$ cat src/rtl/btn_debounce_pkg.sv
`default_nettype none
// ============================================================================
//  Module      : btn_debounce_pkg
//  Description : Shared types and default constants for the button debounce
//                bank: per-channel FSM state encoding, parameter defaults and
//                a small sizing helper.
//  Revision    : 1.0 - initial release
// ============================================================================
package btn_debounce_pkg;

    // Default configuration of the bank
    localparam int c_N_CH_DEFAULT         = 4;
    localparam int c_TICK_DIV_DEFAULT     = 250000;
    localparam int c_STABLE_CNT_DEFAULT   = 4;
    localparam int c_REPEAT_EN_DEFAULT    = 1;
    localparam int c_HOLD_TICKS_DEFAULT   = 100;
    localparam int c_REPEAT_TICKS_DEFAULT = 25;

    // Per-channel auto-repeat state
    typedef enum logic [1:0] {
        ST_RELEASED  = 2'd0,
        ST_HOLD_WAIT = 2'd1,
        ST_REPEATING = 2'd2
    } btn_state_e;

    // Larger of two integers, used to size the shared repeat counter
    function automatic int max_int(input int a, input int b);
        return (a > b) ? a : b;
    endfunction

endpackage : btn_debounce_pkg
`default_nettype wire

$ cat src/rtl/debounce_channel.sv
`default_nettype none
// ============================================================================
//  Module      : debounce_channel
//  Description : One button channel: two-flop synchronizer, tick-sampled
//                stability counter producing a debounced level with
//                press/release pulses, and a hold/auto-repeat FSM.
//  Revision    : 1.0 - initial release
// ============================================================================
module debounce_channel
    import btn_debounce_pkg::*;
#(
    parameter int STABLE_CNT   = c_STABLE_CNT_DEFAULT,
    parameter int REPEAT_EN    = c_REPEAT_EN_DEFAULT,
    parameter int HOLD_TICKS   = c_HOLD_TICKS_DEFAULT,
    parameter int REPEAT_TICKS = c_REPEAT_TICKS_DEFAULT
) (
    input  logic clk,
    input  logic rst_n,
    input  logic tick,
    input  logic pb_in,
    output logic pb_level,
    output logic pb_press,
    output logic pb_release,
    output logic pb_repeat,
    output logic press_set
);

    localparam int STB_W = $clog2(STABLE_CNT + 1);
    localparam int RPT_W = $clog2(max_int(HOLD_TICKS, REPEAT_TICKS) + 1);

    localparam logic [STB_W-1:0] c_STB_LAST  = STB_W'(STABLE_CNT - 1);
    localparam logic [RPT_W-1:0] c_HOLD_LAST = RPT_W'(HOLD_TICKS - 1);
    localparam logic [RPT_W-1:0] c_REP_LAST  = RPT_W'(REPEAT_TICKS - 1);

    logic             r_meta;
    logic             r_sync;
    logic             r_level;
    logic [STB_W-1:0] r_stb_cnt;
    logic             r_press;
    logic             r_release;
    logic             r_repeat;
    btn_state_e       r_state;
    btn_state_e       w_state_nxt;
    logic [RPT_W-1:0] r_rpt_cnt;
    logic [RPT_W-1:0] w_rpt_cnt_nxt;
    logic             w_rpt_fire;

    logic w_differ;
    logic w_flip;
    logic w_rise;
    logic w_fall;

    // The level flips on the tick whose differing sample would complete the run
    assign w_differ  = (r_sync != r_level);
    assign w_flip    = tick && w_differ && (r_stb_cnt == c_STB_LAST);
    assign w_rise    = w_flip && !r_level;
    assign w_fall    = w_flip &&  r_level;
    assign press_set = w_rise;

    assign pb_level   = r_level;
    assign pb_press   = r_press;
    assign pb_release = r_release;
    assign pb_repeat  = r_repeat;

    // Two-flop synchronizer for the raw asynchronous button input
    always_ff @(posedge clk or negedge rst_n) begin
        if (!rst_n) begin
            r_meta <= 1'b0;
            r_sync <= 1'b0;
        end else begin
            r_meta <= pb_in;
            r_sync <= r_meta;
        end
    end

    // Stability counter, debounced level and edge pulses
    always_ff @(posedge clk or negedge rst_n) begin
        if (!rst_n) begin
            r_stb_cnt <= '0;
            r_level   <= 1'b0;
            r_press   <= 1'b0;
            r_release <= 1'b0;
        end else begin
            r_press   <= w_rise;
            r_release <= w_fall;
            if (tick) begin
                if (!w_differ || w_flip) begin
                    r_stb_cnt <= '0;
                end else begin
                    r_stb_cnt <= r_stb_cnt + 1'b1;
                end
            end
            if (w_flip) begin
                r_level <= ~r_level;
            end
        end
    end

    // Repeat FSM state, repeat counter and repeat pulse registers
    always_ff @(posedge clk or negedge rst_n) begin
        if (!rst_n) begin
            r_state   <= ST_RELEASED;
            r_rpt_cnt <= '0;
            r_repeat  <= 1'b0;
        end else begin
            r_state   <= w_state_nxt;
            r_rpt_cnt <= w_rpt_cnt_nxt;
            r_repeat  <= w_rpt_fire;
        end
    end

    // Next-state logic; a release always wins over a repeat falling due
    always_comb begin
        w_state_nxt   = r_state;
        w_rpt_cnt_nxt = r_rpt_cnt;
        w_rpt_fire    = 1'b0;
        case (r_state)
            ST_RELEASED: begin
                if (w_rise) begin
                    w_state_nxt   = ST_HOLD_WAIT;
                    w_rpt_cnt_nxt = '0;
                end
            end
            ST_HOLD_WAIT: begin
                if (w_fall) begin
                    w_state_nxt   = ST_RELEASED;
                    w_rpt_cnt_nxt = '0;
                end else if (tick) begin
                    if (r_rpt_cnt == c_HOLD_LAST) begin
                        // Without auto-repeat the counter parks at its last value
                        if (REPEAT_EN != 0) begin
                            w_state_nxt   = ST_REPEATING;
                            w_rpt_fire    = 1'b1;
                            w_rpt_cnt_nxt = '0;
                        end
                    end else begin
                        w_rpt_cnt_nxt = r_rpt_cnt + 1'b1;
                    end
                end
            end
            ST_REPEATING: begin
                if (w_fall) begin
                    w_state_nxt   = ST_RELEASED;
                    w_rpt_cnt_nxt = '0;
                end else if (tick) begin
                    if (r_rpt_cnt == c_REP_LAST) begin
                        w_rpt_fire    = 1'b1;
                        w_rpt_cnt_nxt = '0;
                    end else begin
                        w_rpt_cnt_nxt = r_rpt_cnt + 1'b1;
                    end
                end
            end
            default: begin
                w_state_nxt   = ST_RELEASED;
                w_rpt_cnt_nxt = '0;
            end
        endcase
    end

endmodule : debounce_channel
`default_nettype wire

$ cat src/rtl/btn_debounce_bank.sv
`default_nettype none
// ============================================================================
//  Module      : btn_debounce_bank
//  Description : Bank of N_CH debounced push-button channels sharing one
//                sample-tick prescaler, with a registered any-press flag.
//  Revision    : 1.0 - initial release
// ============================================================================
module btn_debounce_bank
    import btn_debounce_pkg::*;
#(
    parameter int N_CH         = c_N_CH_DEFAULT,
    parameter int TICK_DIV     = c_TICK_DIV_DEFAULT,
    parameter int STABLE_CNT   = c_STABLE_CNT_DEFAULT,
    parameter int REPEAT_EN    = c_REPEAT_EN_DEFAULT,
    parameter int HOLD_TICKS   = c_HOLD_TICKS_DEFAULT,
    parameter int REPEAT_TICKS = c_REPEAT_TICKS_DEFAULT
) (
    input  logic            clk,
    input  logic            rst_n,
    input  logic [N_CH-1:0] pb_in,
    output logic [N_CH-1:0] pb_level,
    output logic [N_CH-1:0] pb_press,
    output logic [N_CH-1:0] pb_release,
    output logic [N_CH-1:0] pb_repeat,
    output logic            any_press
);

    localparam int PRE_W = $clog2(TICK_DIV);
    localparam logic [PRE_W-1:0] c_PRE_LAST = PRE_W'(TICK_DIV - 1);

    logic [PRE_W-1:0] r_pre_cnt;
    logic             w_tick;
    logic [N_CH-1:0]  w_press_set;
    logic             r_any_press;

    assign w_tick    = (r_pre_cnt == c_PRE_LAST);
    assign any_press = r_any_press;

    // Shared prescaler: counts 0..TICK_DIV-1, tick on the terminal count
    always_ff @(posedge clk or negedge rst_n) begin
        if (!rst_n) begin
            r_pre_cnt <= '0;
        end else if (w_tick) begin
            r_pre_cnt <= '0;
        end else begin
            r_pre_cnt <= r_pre_cnt + 1'b1;
        end
    end

    // any_press is registered from the same terms that set pb_press
    always_ff @(posedge clk or negedge rst_n) begin
        if (!rst_n) begin
            r_any_press <= 1'b0;
        end else begin
            r_any_press <= |w_press_set;
        end
    end

    for (genvar i = 0; i < N_CH; i++) begin : g_ch
        debounce_channel #(
            .STABLE_CNT   (STABLE_CNT),
            .REPEAT_EN    (REPEAT_EN),
            .HOLD_TICKS   (HOLD_TICKS),
            .REPEAT_TICKS (REPEAT_TICKS)
        ) u_chan (
            .clk        (clk),
            .rst_n      (rst_n),
            .tick       (w_tick),
            .pb_in      (pb_in[i]),
            .pb_level   (pb_level[i]),
            .pb_press   (pb_press[i]),
            .pb_release (pb_release[i]),
            .pb_repeat  (pb_repeat[i]),
            .press_set  (w_press_set[i])
        );
    end

endmodule : btn_debounce_bank
`default_nettype wire

$ cat config.mk
export PLATFORM = sky130hd
export DESIGN_NAME = btn_debounce_bank
export DESIGN_NICKNAME = d
export VERILOG_FILES = /design/src/rtl/btn_debounce_pkg.sv /design/src/rtl/debounce_channel.sv /design/src/rtl/btn_debounce_bank.sv
export SDC_FILE = /design/constraint.sdc
export NUM_CORES = 1
export LEC_CHECK = 0
export ABC_AREA = 0
export CAP_MARGIN = 20
export CORE_MARGIN = 4
export CORE_UTILIZATION = 30
export CTS_CLUSTER_DIAMETER = 60
export DETAILED_ROUTE_END_ITERATION = 10
export MAX_ROUTING_LAYER = met4
export SLEW_MARGIN = 20
export SYNTH_ARGS = -nofsm -noshare
export SYNTH_HDL_FRONTEND = slang
export SYNTH_SLANG_ARGS = --single-unit
$ cat constraint.sdc
create_clock -name clk -period 5 [get_ports clk]
set_clock_uncertainty 0.2 [all_clocks]
set_input_delay 0.75 -clock clk [delete_from_list [all_inputs] [get_ports clk]]
set_output_delay 0.75 -clock clk [all_outputs]
set_load 0.005 [all_outputs]
==> results of run 1 <==
-- final timing paths --
check | from | endpoint | slack (ps) | depth (start not counted)
setup / recovery | r_pre_cnt[8] | g_ch[1].u_chan.r_state[0] | 1730 | 5
hold / removal | g_ch[0].u_chan.r_meta | g_ch[0].u_chan.r_sync | 150 | 0
setup reg to reg | r_pre_cnt[8] | g_ch[1].u_chan.r_state[0] | 1730 | 5
hold reg to reg | g_ch[0].u_chan.r_meta | g_ch[0].u_chan.r_sync | 150 | 0
max in group asynchronous | rst_n | g_ch[2].u_chan.r_rpt_cnt[6] | 3380 | 2
min in group asynchronous | rst_n | g_ch[0].u_chan.r_rpt_cnt[4] | 160 | 1
-- power breakdown --
| part | switching [uW] | internal, uW | total [uW] |
|---|---|---|---|
| sequential | 2.62 | 739 | 742 |
| combinational | 16.7 | 5.63 | 22.4 |
| clock | 306 | 457 | 763 |
| total | 325 | 1200 | 1530 |
-- worst max-delay path, stage by stage, from the launching register on --
cell       delay, ps
dfrtp_1          450
nor4_2           510
nand2_1          500
or3_1            720
a2111oi_0        610
o22a_1           230
-- per-stage QoR --
step           instances  util [%]  setup WS, ps  power [uW]  cell area [um2]
2_1_floorplan        539         -          2530         759             5220
3_3_place_gp         752      33.0          1950         779             5560
3_5_place_dp         752      33.0          1710         780             5560
4_1_cts              768      35.0          1710        1550             5890
5_1_grt              768      35.0          1510        1590             5890
6_report             768      35.0          1730        1530             5890
-- area by class of cell --
type                       instances  area [um2]  share of cell area, %
inverter                          32         120                   2.04
clock inverter                     6        95.1                   1.61
timing repair buffer              25         240                   4.08
sequential                        91        2280                   38.6
tap                              220         275                   4.67
clock buffer                      10         239                   4.06
multi-input combinational        384        2650                   44.9
-- routing by layer --
| metal | vias to the layer above | wire, um | GRT usage (%) | share of wire, % |
|---|---|---|---|---|
| met3 | 14 | 468 | 2.18 | 4.0 |
| met5 | - | 0 | - | 0 |
| met2 | 106 | 5600 | 20.2 | 47 |
| met1 | 2016 | 5550 | 16.3 | 47 |
| met4 | 0 | 206 | 4.90 | 1.7 |
| li1 | 2010 | - | - | - |
-- layout by cell type, fill, tap and decap left out, drive strengths merged, types with 5 or more instances in the layout --
| cell type | count |
|---|---|
| xor2 | 11 |
| nor4 | 12 |
| ha | 29 |
| inv | 34 |
| clkdlybuf4s50 | 21 |
| nand2b | 12 |
| and3 | 6 |
| nor3 | 19 |
| o22ai | 8 |
| nand3 | 44 |
| a21o | 6 |
| a21oi | 5 |
| nand2 | 44 |
| dfrtp | 91 |
| nand4b | 5 |
| nand3b | 7 |
| nand4 | 13 |
| clkbuf | 10 |
| o2111ai | 11 |
| xnor2 | 7 |
| nor2 | 32 |
| o31ai | 15 |
| or3 | 7 |
| o41ai | 7 |
| mux2 | 6 |
| o21ai | 10 |
| o211ai | 8 |
-- flip-flops by register name, summed over array words and instances, names as in the netlist --
signal                  flops
g_ch.u_chan.r_rpt_cnt      28
r_pre_cnt                  18
g_ch.u_chan.r_stb_cnt      12
g_ch.u_chan.r_state         8
g_ch.u_chan.pb_level        4
g_ch.u_chan.pb_press        4
g_ch.u_chan.pb_release      4
g_ch.u_chan.pb_repeat       4
g_ch.u_chan.r_meta          4
g_ch.u_chan.r_sync          4
any_press                   1
-- cells by family (layout without fill, tap and decap cells) --
family	after synthesis	in the layout	synth area share, %
AOI/OAI and AO/OA	108	108	16.2
muxes	7	7	1.56
adders and majority gates	29	29	6.95
xor gates and xnor gates	18	18	3.02
DFF	91	91	43.6
buffers and inverters	64	73	5.75
and+or+nand+nor	222	222	22.9
==> metrics.md, run 1 <==
| Metric | Value |
|---|---|
| Outcome | `complete, no violations` |
| DR WL/cell | `15.4 um` |
| Drt via density | `5.40` |
| Synth Flop Type | `dfrtp_1` |
| Worst vdd ir | `157 uV` |
| Antenna diode count | `0` |
| Critical path fanouts, max | `18` |
| Area delta synth->final | `12.8%` |
| # setup viols final | `0` |
| Pin count of the biggest net entering global routing | `55` |
| Sink Count | `91` |
| DRC errors left | `0` |
| Net Count, Synth | `between 500 and 600` |
| Fin crit share | `65.5%` |
| Synth cell count leaders | `dfrtp_1, nand2_1, nand3_1, inv_1, nor2_1` |
| Final worst path period need | `3270 ps` |
| Sequential share of the synthesized area | `43.6%` |
| EDFF count, synth | `0` |
| Synthesized area | `0.00522 mm2` |
| Yosys cell types | `61` |
| Die area | `0.0196 mm2` |
| Post-synthesis cell count | `between 500 and 600` |
| Final Slew Violations | `0` |
| Clock slew at reported path FFs | `70 ps` |
| Final number of hold-violating endpoints | `0` |
| Worst skew pair latency | `around 350 ps` |
| P_leak | `0.00245 uW` |
| Setup repair bufs after CTS | `0` |
| Vias | `approximately 4100` |
| Synth top area share | `between 40% and 50%` |
| Layout cells sized above 1 | `7.12%` |
| PostCTS Resize Cnt | `0` |
| CTS Hold Bufs | `0` |
| Power per cell area | `approximately 260 mW/mm2` |
| CTS Buf Count | `9` |
| Crit path DAT | `about 3400 ps` |
| FMAX | `0.306 GHz` |
| HPWL after DPL | `8300 um` |
| Std cell rows | `47` |
| Crit path capture type | `flip-flop` |
| Async S/R FF share, synth | `100%` |
| Worst-case clock buffer depth | `2` |
| IO Count | `23` |
| CP Class | `reg2reg` |
| HP Class | `reg2reg` |
| Crit path launch type | `flip-flop` |
| Yosys Warn Count | `0` |
| Initial Utilization | `31.1%` |
| Post-Route WL | `11800 um` |
| Vert. Die Dim | `140 um` |
| Layout fillers | `1729` |
| First-pass GRT wire length | `~20000 um` |
| Setup TNS | `0 ps` |
| Slew HR | `43.7%` |
| Core area | `0.0168 mm2` |
| IO Port Bufs | `22` |
| Iteration-0 DRC count of the detailed router | `348` |
| Final estimated routing congestion in global placement | `approximately 0.89` |
| CTS Root Cell | `clkbuf_16` |
| Tot GR Track Use | `12.7%` |
| RSZ-0062 raised after global routing | `no` |
| H-tree depth | `3` |
| CTS tree | `built` |
| Initial DRT Pass Iterations | `5` |
| Mean Syn Cell Area | `about 9.7 um2` |
| Number of max-cap violations | `0` |
| GRT overflow | `0` |
| Top cell type by total area after synthesis | `dfrtp_1` |
| Die Width | `140 um` |
| Final ANT Viol Nets | `0` |
| WHS | `between 150 and 200 ps` |
| #FFs+latches synth | `between 90 and 100` |
| Ranking of synthesized cells by area | `dfrtp_1, ha_1, nand3_1` |
| Vias in the first global route | `4023` |
| Initial antenna violation count | `0` |
| Nets | `578` |
| Worst EP required | `5090 ps` |
| Most frequent cell after synthesis | `dfrtp_1` |
| Slew @ Worst Pin | `841 ps` |
(Power assumes the default switching activity.)
==> run 2: changes to the inputs <==
==> constraint.sdc (replaced) <==
create_clock -name clk -period 2.7 [get_ports clk]
set_clock_uncertainty 0.2 [all_clocks]
set_input_delay 0.405 -clock clk [delete_from_list [all_inputs] [get_ports clk]]
set_output_delay 0.405 -clock clk [all_outputs]
set_load 0.005 [all_outputs]
==> run 2 against run 1 <==
Effect of this change:
- combinational power grew 110%
- largest cell class unchanged
- sequential share of layout area shrank 1.1 points
- largest power group is now sequential cells
- fmax grew 26%
- hold slack gained 1.6 ps
==> metrics.md, run 2 (synthesized netlist as in run 1, its figures left out) <==
| Metric | Value |
|---|---|
| Vert. Die Dim | `140 um (unchanged)` |
| Worst-path cell with the longest stage delay | `or4b_1` |
| PostCTS Resize Cnt | `0 (unchanged)` |
| First-pass GRT wire length | `20400 um (+2.2%)` |
| DRC errors left | `0 (unchanged)` |
| HP Class | `reg2reg` |
| Worst vdd ir | `251 uV (+60%)` |
| Number of max-cap violations | `0 (unchanged)` |
| Tot GR Track Use | `12.9% (+0.19 points)` |
| GRT overflow | `0 (unchanged)` |
| IO Count | `23 (unchanged)` |
| Worst-case clock buffer depth | `2 (unchanged)` |
| Crit path DAT | `2650 ps (-720 ps)` |
| Sink Count | `91 (unchanged)` |
| Fin util | `36.1% (+1.0 points)` |
| Int Power | `2120 uW (+76%)` |
| P_leak | `0.00256 uW (+4.6%)` |
| DR WL/cell | `15.0 um (-2.3%)` |
| Die Width | `140 um (unchanged)` |
| Reg2reg setup slack | `90 ps (-1630 ps)` |
| Initial Utilization | `31.1% (unchanged)` |
| CP Class | `reg2reg` |
| # setup viols final | `0 (unchanged)` |
| Switching power | `622 uW (+91%)` |
| HPWL after DPL | `8750 um (+5.5%)` |
| Final estimated routing congestion in global placement | `0.838 (-5.9%)` |
| Clock share of power | `48.2% (-1.8 points)` |
| IO Port Bufs | `22 (unchanged)` |
| Power per cell area | `451 mW/mm2 (+74%)` |
| Iteration-0 DRC count of the detailed router | `264 (-24%)` |
| Met2 GRT Util | `20.0% (-0.13 points)` |
| Critical path, cell by cell | `or4b_1 > or4_4 > o221ai_4 > nor2_2 > mux2_4` |
| Initial antenna violation count | `0 (unchanged)` |
| Antenna diode count | `0 (unchanged)` |
| Combinational share of power | `1.7% (+0.2 points)` |
| Top flop regs | `g_ch.u_chan.r_rpt_cnt: 28 flops, r_pre_cnt: 18 flops, g_ch.u_chan.r_stb_cnt: 12 flops` |
| Worst EP required | `2740 ps (-2350 ps)` |
| Outcome | `complete, no violations` |
| Post-Route WL | `11900 um (+0.87%)` |
| Final number of hold-violating endpoints | `0 (unchanged)` |
| Switching share of total power | `22.7% (+1.4 points)` |
| Critical path fanouts, max | `7 (-11)` |
| Final instance area | `0.00606 mm2 (+2.9%)` |
| Clock slew at reported path FFs | `70 ps (about the same)` |
| Core area | `0.0168 mm2 (unchanged)` |
| Met3 Usage GRT | `2.83% (+0.65 points)` |
| Setup TNS | `0 ps (unchanged)` |
| Top reg by flops | `g_ch.u_chan.r_rpt_cnt` |
| Crit path capture type | `flip-flop` |
| Std cell rows | `47 (unchanged)` |
| Drt via density | `5.34 (-1.1%)` |
| Non-Filler Instances | `793 (+3.3%)` |
| Worst path max stage delay | `600 ps (-120 ps)` |
| Slew @ Worst Pin | `833 ps (-8.59 ps)` |
| Commonest non-fill, non-tap cell in the layout | `dfrtp_1` |
| Most frequent cells in the layout | `dfrtp_1, nand3_1, nand2_1, inv_1, nor2_1` |
| Met1 GRT Util | `16.7% (+0.37 points)` |
| Final ANT Viol Nets | `0 (unchanged)` |
| Flop pwr share | `50.1% (+1.5 points)` |
| CTS Buf Count | `9 (unchanged)` |
| Pin count of the biggest net entering global routing | `37 (-33%)` |
| Die area | `0.0196 mm2 (unchanged)` |
| Crit path launch type | `flip-flop` |
| Fin crit share | `96.6% (+31 points)` |
| Worst skew pair latency | `360 ps (about the same)` |
| Slew HR | `44.5% (+0.78 points)` |
| Max reg flops | `28 (unchanged)` |
| Final Power | `2740 uW (+79%)` |
| Nets | `603 (+4.3%)` |
| Grt peak-use layer | `met2` |
| Final Slew Violations | `0 (unchanged)` |
| Placed Cells | `774 (+2.9%)` |
| Layout cells sized above 1 | `11.0% (+3.9 points)` |
| Final worst path period need | `2610 ps (-665 ps)` |
| Vias in the first global route | `4184 (+4.0%)` |
| CTS Root Cell | `clkbuf_16` |
| H-tree depth | `3 (unchanged)` |
| Initial DRT Pass Iterations | `4 (-1)` |
| Vias | `4233 (+2.1%)` |
| FMAX | `0.384 GHz (+26%)` |
| Area delta synth->final | `16.1%` |
| CTS tree | `built` |
| Placed instance area | `0.00574 mm2 (+3.2%)` |
==> run 2: worst max-delay path: cells and delay by family, from the launching register on <==
family          cells  cell delay [ps]
flops               1              430
simple gates        3             1270
compound gates      1              320
mux                 1              270
==> run 2: cell type report <==
| class | count | area [um2] |
|---|---|---|
| clock buffers | 9 | 225 |
| clock inverters | 7 | 78.8 |
| fillers | 1707 | 10800 |
| inverters | 32 | 120 |
| multi-input cells | 384 | 2650 |
| flip-flops and latches | 91 | 2280 |
| well taps | 220 | 275 |
| repair buffers | 50 | 443 |
==> run 2: power by group through the flow <==
stage	logic, uW	registers (uW)	clock network, uW
after floorplan	6.55	1400	0
after global placement	46.9	1400	0
after detailed placement	48.6	1400	0
after CTS	50.0	1370	1350
after global routing	55.1	1370	1410
final	46.6	1370	1320
==> run 2: path summary, 6_finish.rpt <==
kind,start,to,cells past startpoint
max,r_pre_cnt[5],g_ch[3].u_chan.r_rpt_cnt[0],5
min,g_ch[1].u_chan.r_meta,g_ch[1].u_chan.r_sync,0
max reg2reg,r_pre_cnt[5],g_ch[3].u_chan.r_rpt_cnt[0],5
min reg2reg,g_ch[1].u_chan.r_meta,g_ch[1].u_chan.r_sync,0
max in group asynchronous,rst_n,r_pre_cnt[17],3
min in group asynchronous,rst_n,g_ch[3].u_chan.r_rpt_cnt[2],2
==> run 2: routing by layer <==
| layer | vias to the layer above | routed length (um) | part of all wire (%) |
|---|---|---|---|
| met5 | - | 0 | 0 |
| met4 | 0 | 142 | 1.2 |
| met3 | 9 | 409 | 3.4 |
| met2 | 72 | 5720 | 48 |
| met1 | 2101 | 5650 | 47 |
| li1 | 2051 | - | - |
==> run 2: metrics by stage <==
step                worst slack (ps)  hold WS, ps
floorplan                        229        -90.6
global placement                 153          133
detailed placement               109          137
CTS                              102          154
global route                   -3.73          163
finish                          92.5          152
==> run 2: repair_timing <==
action,in CTS,in global routing
endpoints found under the setup margin,0,1
buffers inserted,0,2
endpoints found under the hold margin,28,0
hold buffers,1,0
==> run 3: changes to the inputs <==
--- a/config.mk
+++ b/config.mk
@@ -7,11 +7,12 @@
 export LEC_CHECK = 0
 export ABC_AREA = 0
 export CAP_MARGIN = 20
-export CORE_MARGIN = 4
-export CORE_UTILIZATION = 30
+export CORE_MARGIN = 1
+export CORE_UTILIZATION = 55
 export CTS_CLUSTER_DIAMETER = 60
 export DETAILED_ROUTE_END_ITERATION = 10
 export MAX_ROUTING_LAYER = met4
+export PLACE_DENSITY = 0.76
 export SLEW_MARGIN = 20
 export SYNTH_ARGS = -nofsm -noshare
 export SYNTH_HDL_FRONTEND = slang
==> run 3 against run 2 <==
Effect of this change:
- die area decreased by 50%
- sequential power about the same
- fmax increased by 0.11%
- worst setup slack improved by 2.9 ps
- flip-flop and latch count unchanged
- critical path type unchanged
- highest routed layer unchanged
==> metrics.md, run 3 (synthesized netlist as in run 1, its figures left out) <==
| Metric | Value |
|---|---|
| Std cell rows | `35 (-26%)` |
| Cell mode on critical path | `or4_4` |
| Iteration-0 DRC count of the detailed router | `202 (-23%)` |
| Combinational share of power | `1.9% (+0.2 points)` |
| Dpl ws | `91.9 ps (-17.6 ps)` |
| Layout cells sized above 1 | `10.2% (-0.82 points)` |
| Commonest non-fill, non-tap cell in the layout | `dfrtp_1` |
| Critical path, cell by cell | `or4_4 > or4_4 > o221ai_4 > nor2_2 > mux2_4` |
| Critical path fanouts, max | `7 (unchanged)` |
| Flop pwr share | `56.9% (+6.8 points)` |
| Initial antenna violation count | `0 (unchanged)` |
| Initial Utilization | `56.5% (+25 points)` |
| Switching share of total power | `21.1% (-1.7 points)` |
| Power per cell area | `413 mW/mm2 (-8.4%)` |
| Drt via density | `6.05 (+13%)` |
| P_leak | `0.00249 uW (-2.5%)` |
| Final Slew Violations | `0 (unchanged)` |
| Vert. Die Dim | `99.4 um (-29%)` |
| Final worst slack | `95.4 ps (+2.89 ps)` |
| CTS Buf Count | `9 (unchanged)` |
| Outcome | `complete, no violations` |
| Area delta synth->final | `11.8%` |
| Die area | `0.00989 mm2 (-50%)` |
| Top reg by flops | `g_ch.u_chan.r_rpt_cnt` |
| Initial DRT Pass Iterations | `5 (+1)` |
| Pin count of the biggest net entering global routing | `49 (+32%)` |
| Antenna diode count | `0 (unchanged)` |
| Slew @ Worst Pin | `831 ps (-1.38 ps)` |
| Vias | `4226 (-0.17%)` |
| Worst r2r src | `r_pre_cnt[10]` |
| FMAX | `0.384 GHz (+0.11%)` |
| Crit path DAT | `2650 ps (about the same)` |
| Post-Route WL | `11200 um (-6.2%)` |
| Final worst path period need | `2600 ps (-2.89 ps)` |
| Number of max-cap violations | `0 (unchanged)` |
| Setup TNS | `0 ps (unchanged)` |
| CP Class | `reg2reg` |
| Crit path capture type | `flip-flop` |
| Tot GR Track Use | `24.7% (+12 points)` |
| Switching power | `509 uW (-18%)` |
| Placed instance area | `0.00561 mm2 (-2.1%)` |
| Top flop regs | `g_ch.u_chan.r_rpt_cnt: 28 flops, r_pre_cnt: 18 flops, g_ch.u_chan.r_stb_cnt: 12 flops` |
| Int Power | `1910 uW (-9.9%)` |
| Slew HR | `44.6% (+0.092 points)` |
| Max reg flops | `28 (unchanged)` |
| Reg-to-Reg End | `g_ch[3].u_chan.r_rpt_cnt[0]` |
| Crit path buffers/inverters | `0 (unchanged)` |
| Worst vdd ir | `289 uV (+15%)` |
| CTS tree | `built` |
| Final number of hold-violating endpoints | `0 (unchanged)` |
| HP Class | `reg2reg` |
| Vias in the first global route | `4019 (-3.9%)` |
| Reg2reg path depth | `5 (unchanged)` |
| # setup viols final | `0 (unchanged)` |
| Worst-case clock buffer depth | `2 (unchanged)` |
| GRT overflow | `0 (unchanged)` |
| Hold Crit Depth | `0 (unchanged)` |
| Critical path's top delay family | `simple AND/OR/NAND/NOR gates` |
| Crit path launch type | `flip-flop` |
| CTS Root Cell | `clkbuf_8` |
| Worst-path cell with the longest stage delay | `or4_4` |
| Clock slew at reported path FFs | `90 ps (+20 ps)` |
| WHS Endpoint | `g_ch[3].u_chan.r_sync` |
| Final ANT Viol Nets | `0 (unchanged)` |
| Fin crit share | `96.5% (-0.11 points)` |
| Final instance area | `0.00584 mm2 (-3.7%)` |
| Final estimated routing congestion in global placement | `0.878 (+4.8%)` |
| Worst path max stage delay | `580 ps (-20 ps)` |
| DR WL/cell | `16.0 um (+6.4%)` |
| Final Power | `2410 uW (-12%)` |
| Clock share of power | `41.2% (-7.0 points)` |
| Hold_sp | `g_ch[3].u_chan.r_meta` |
| Core area | `0.00924 mm2 (-45%)` |
| Layout fillers | `741 (-57%)` |
| First-pass GRT wire length | `19000 um (-7.0%)` |
| Sink Count | `91 (unchanged)` |
| H-tree depth | `3 (unchanged)` |
| Worst skew pair latency | `350 ps (about the same)` |
| Most frequent cells in the layout | `dfrtp_1, nand3_1, nand2_1, inv_1, nor2_1` |
| Worst EP required | `2750 ps (about the same)` |
| Nets | `600 (-0.50%)` |
| DRC errors left | `0 (unchanged)` |
| Reg2reg setup slack | `100 ps (about the same)` |
| RSZ-0062 raised after global routing | `no` |
| HPWL after DPL | `7970 um (-8.9%)` |
| IO Count | `23 (unchanged)` |
| Die Width | `99.4 um (-29%)` |
| IO Port Bufs | `22 (unchanged)` |
## run 3: cell count changes in the layout (fill, tap and decap cells not counted), moves of 2 or more
cell and change:
clkbuf_1 +3, inv_6 -5, clkbuf_8 +9, clkinvlp_4 +2, clkbuf_16 -9, buf_4 -3
## run 3: worst reg2reg max path: cells and delay by family, from the launching register on
family | cells | cell delay (ps)
multiplexers | 1 | 270
flip-flops | 1 | 430
AND/OR/NAND/NOR | 3 | 1290
AO/OA/AOI/OAI | 1 | 300
## run 3: worst max path at each step
stage,slack [ps],cells past startpoint,startpoint,to
2_1_floorplan,230,5,r_pre_cnt[8],g_ch[3].u_chan.r_rpt_cnt[0]
3_3_place_gp,140,5,r_pre_cnt[10],g_ch[3].u_chan.r_rpt_cnt[0]
3_5_place_dp,90,5,r_pre_cnt[10],g_ch[3].u_chan.r_rpt_cnt[0]
4_1_cts,90,5,r_pre_cnt[10],g_ch[3].u_chan.r_rpt_cnt[0]
5_1_grt,20,7,r_pre_cnt[5],g_ch[0].u_chan.r_rpt_cnt[2]
6_report,100,5,r_pre_cnt[10],g_ch[3].u_chan.r_rpt_cnt[0]
## run 3: area by class of cell
cell class / count / area [um2] / area share, %
multi-input cells: 384 / 2650 / 45.4
flip-flops and latches: 91 / 2280 / 39.0
repair buffers: 47 / 420 / 7.20
well taps: 129 / 161 / 2.76
clock buffers: 12 / 135 / 2.31
inverters: 32 / 120 / 2.06
clock inverters: 4 / 75.1 / 1.29
## run 3: what timing repair did
action / CTS / global route
setup endpoints to repair: 0 / 6
setup buffers: 0 / 0
gates resized for setup: 0 / 1
endpoints found under the hold margin: 26 / 0
hold buffers: 1 / 0
## run 3: per-stage QoR
step / hold WS (ps) / util, % / instances
2_1_floorplan: -90.6 / - / 539
3_3_place_gp: 135 / 60.8 / 682
3_5_place_dp: 137 / 60.8 / 682
4_1_cts: 155 / 63.1 / 699
5_1_grt: 161 / 63.2 / 699
6_report: 153 / 63.2 / 699
## run 3: power groups by stage
stage / Clock, uW / Combinational, uW / Sequential [uW]
global route: 1090 / 54.5 / 1370
CTS: 1030 / 49.6 / 1370
detailed placement: 0 / 48.1 / 1400
floorplan: 0 / 6.55 / 1400
finish: 995 / 46.3 / 1370
global placement: 0 / 46.4 / 1400
## run 3: layer usage
layer,routed length [um],vias up,GRT usage [%],part of all wire (%)
met5,0,-,-,0
met3,490,16,3.79,4.4
li1,-,2036,-,-
met4,146,0,7.47,1.3
met1,5190,2058,33.1,46
met2,5360,116,39.2,48
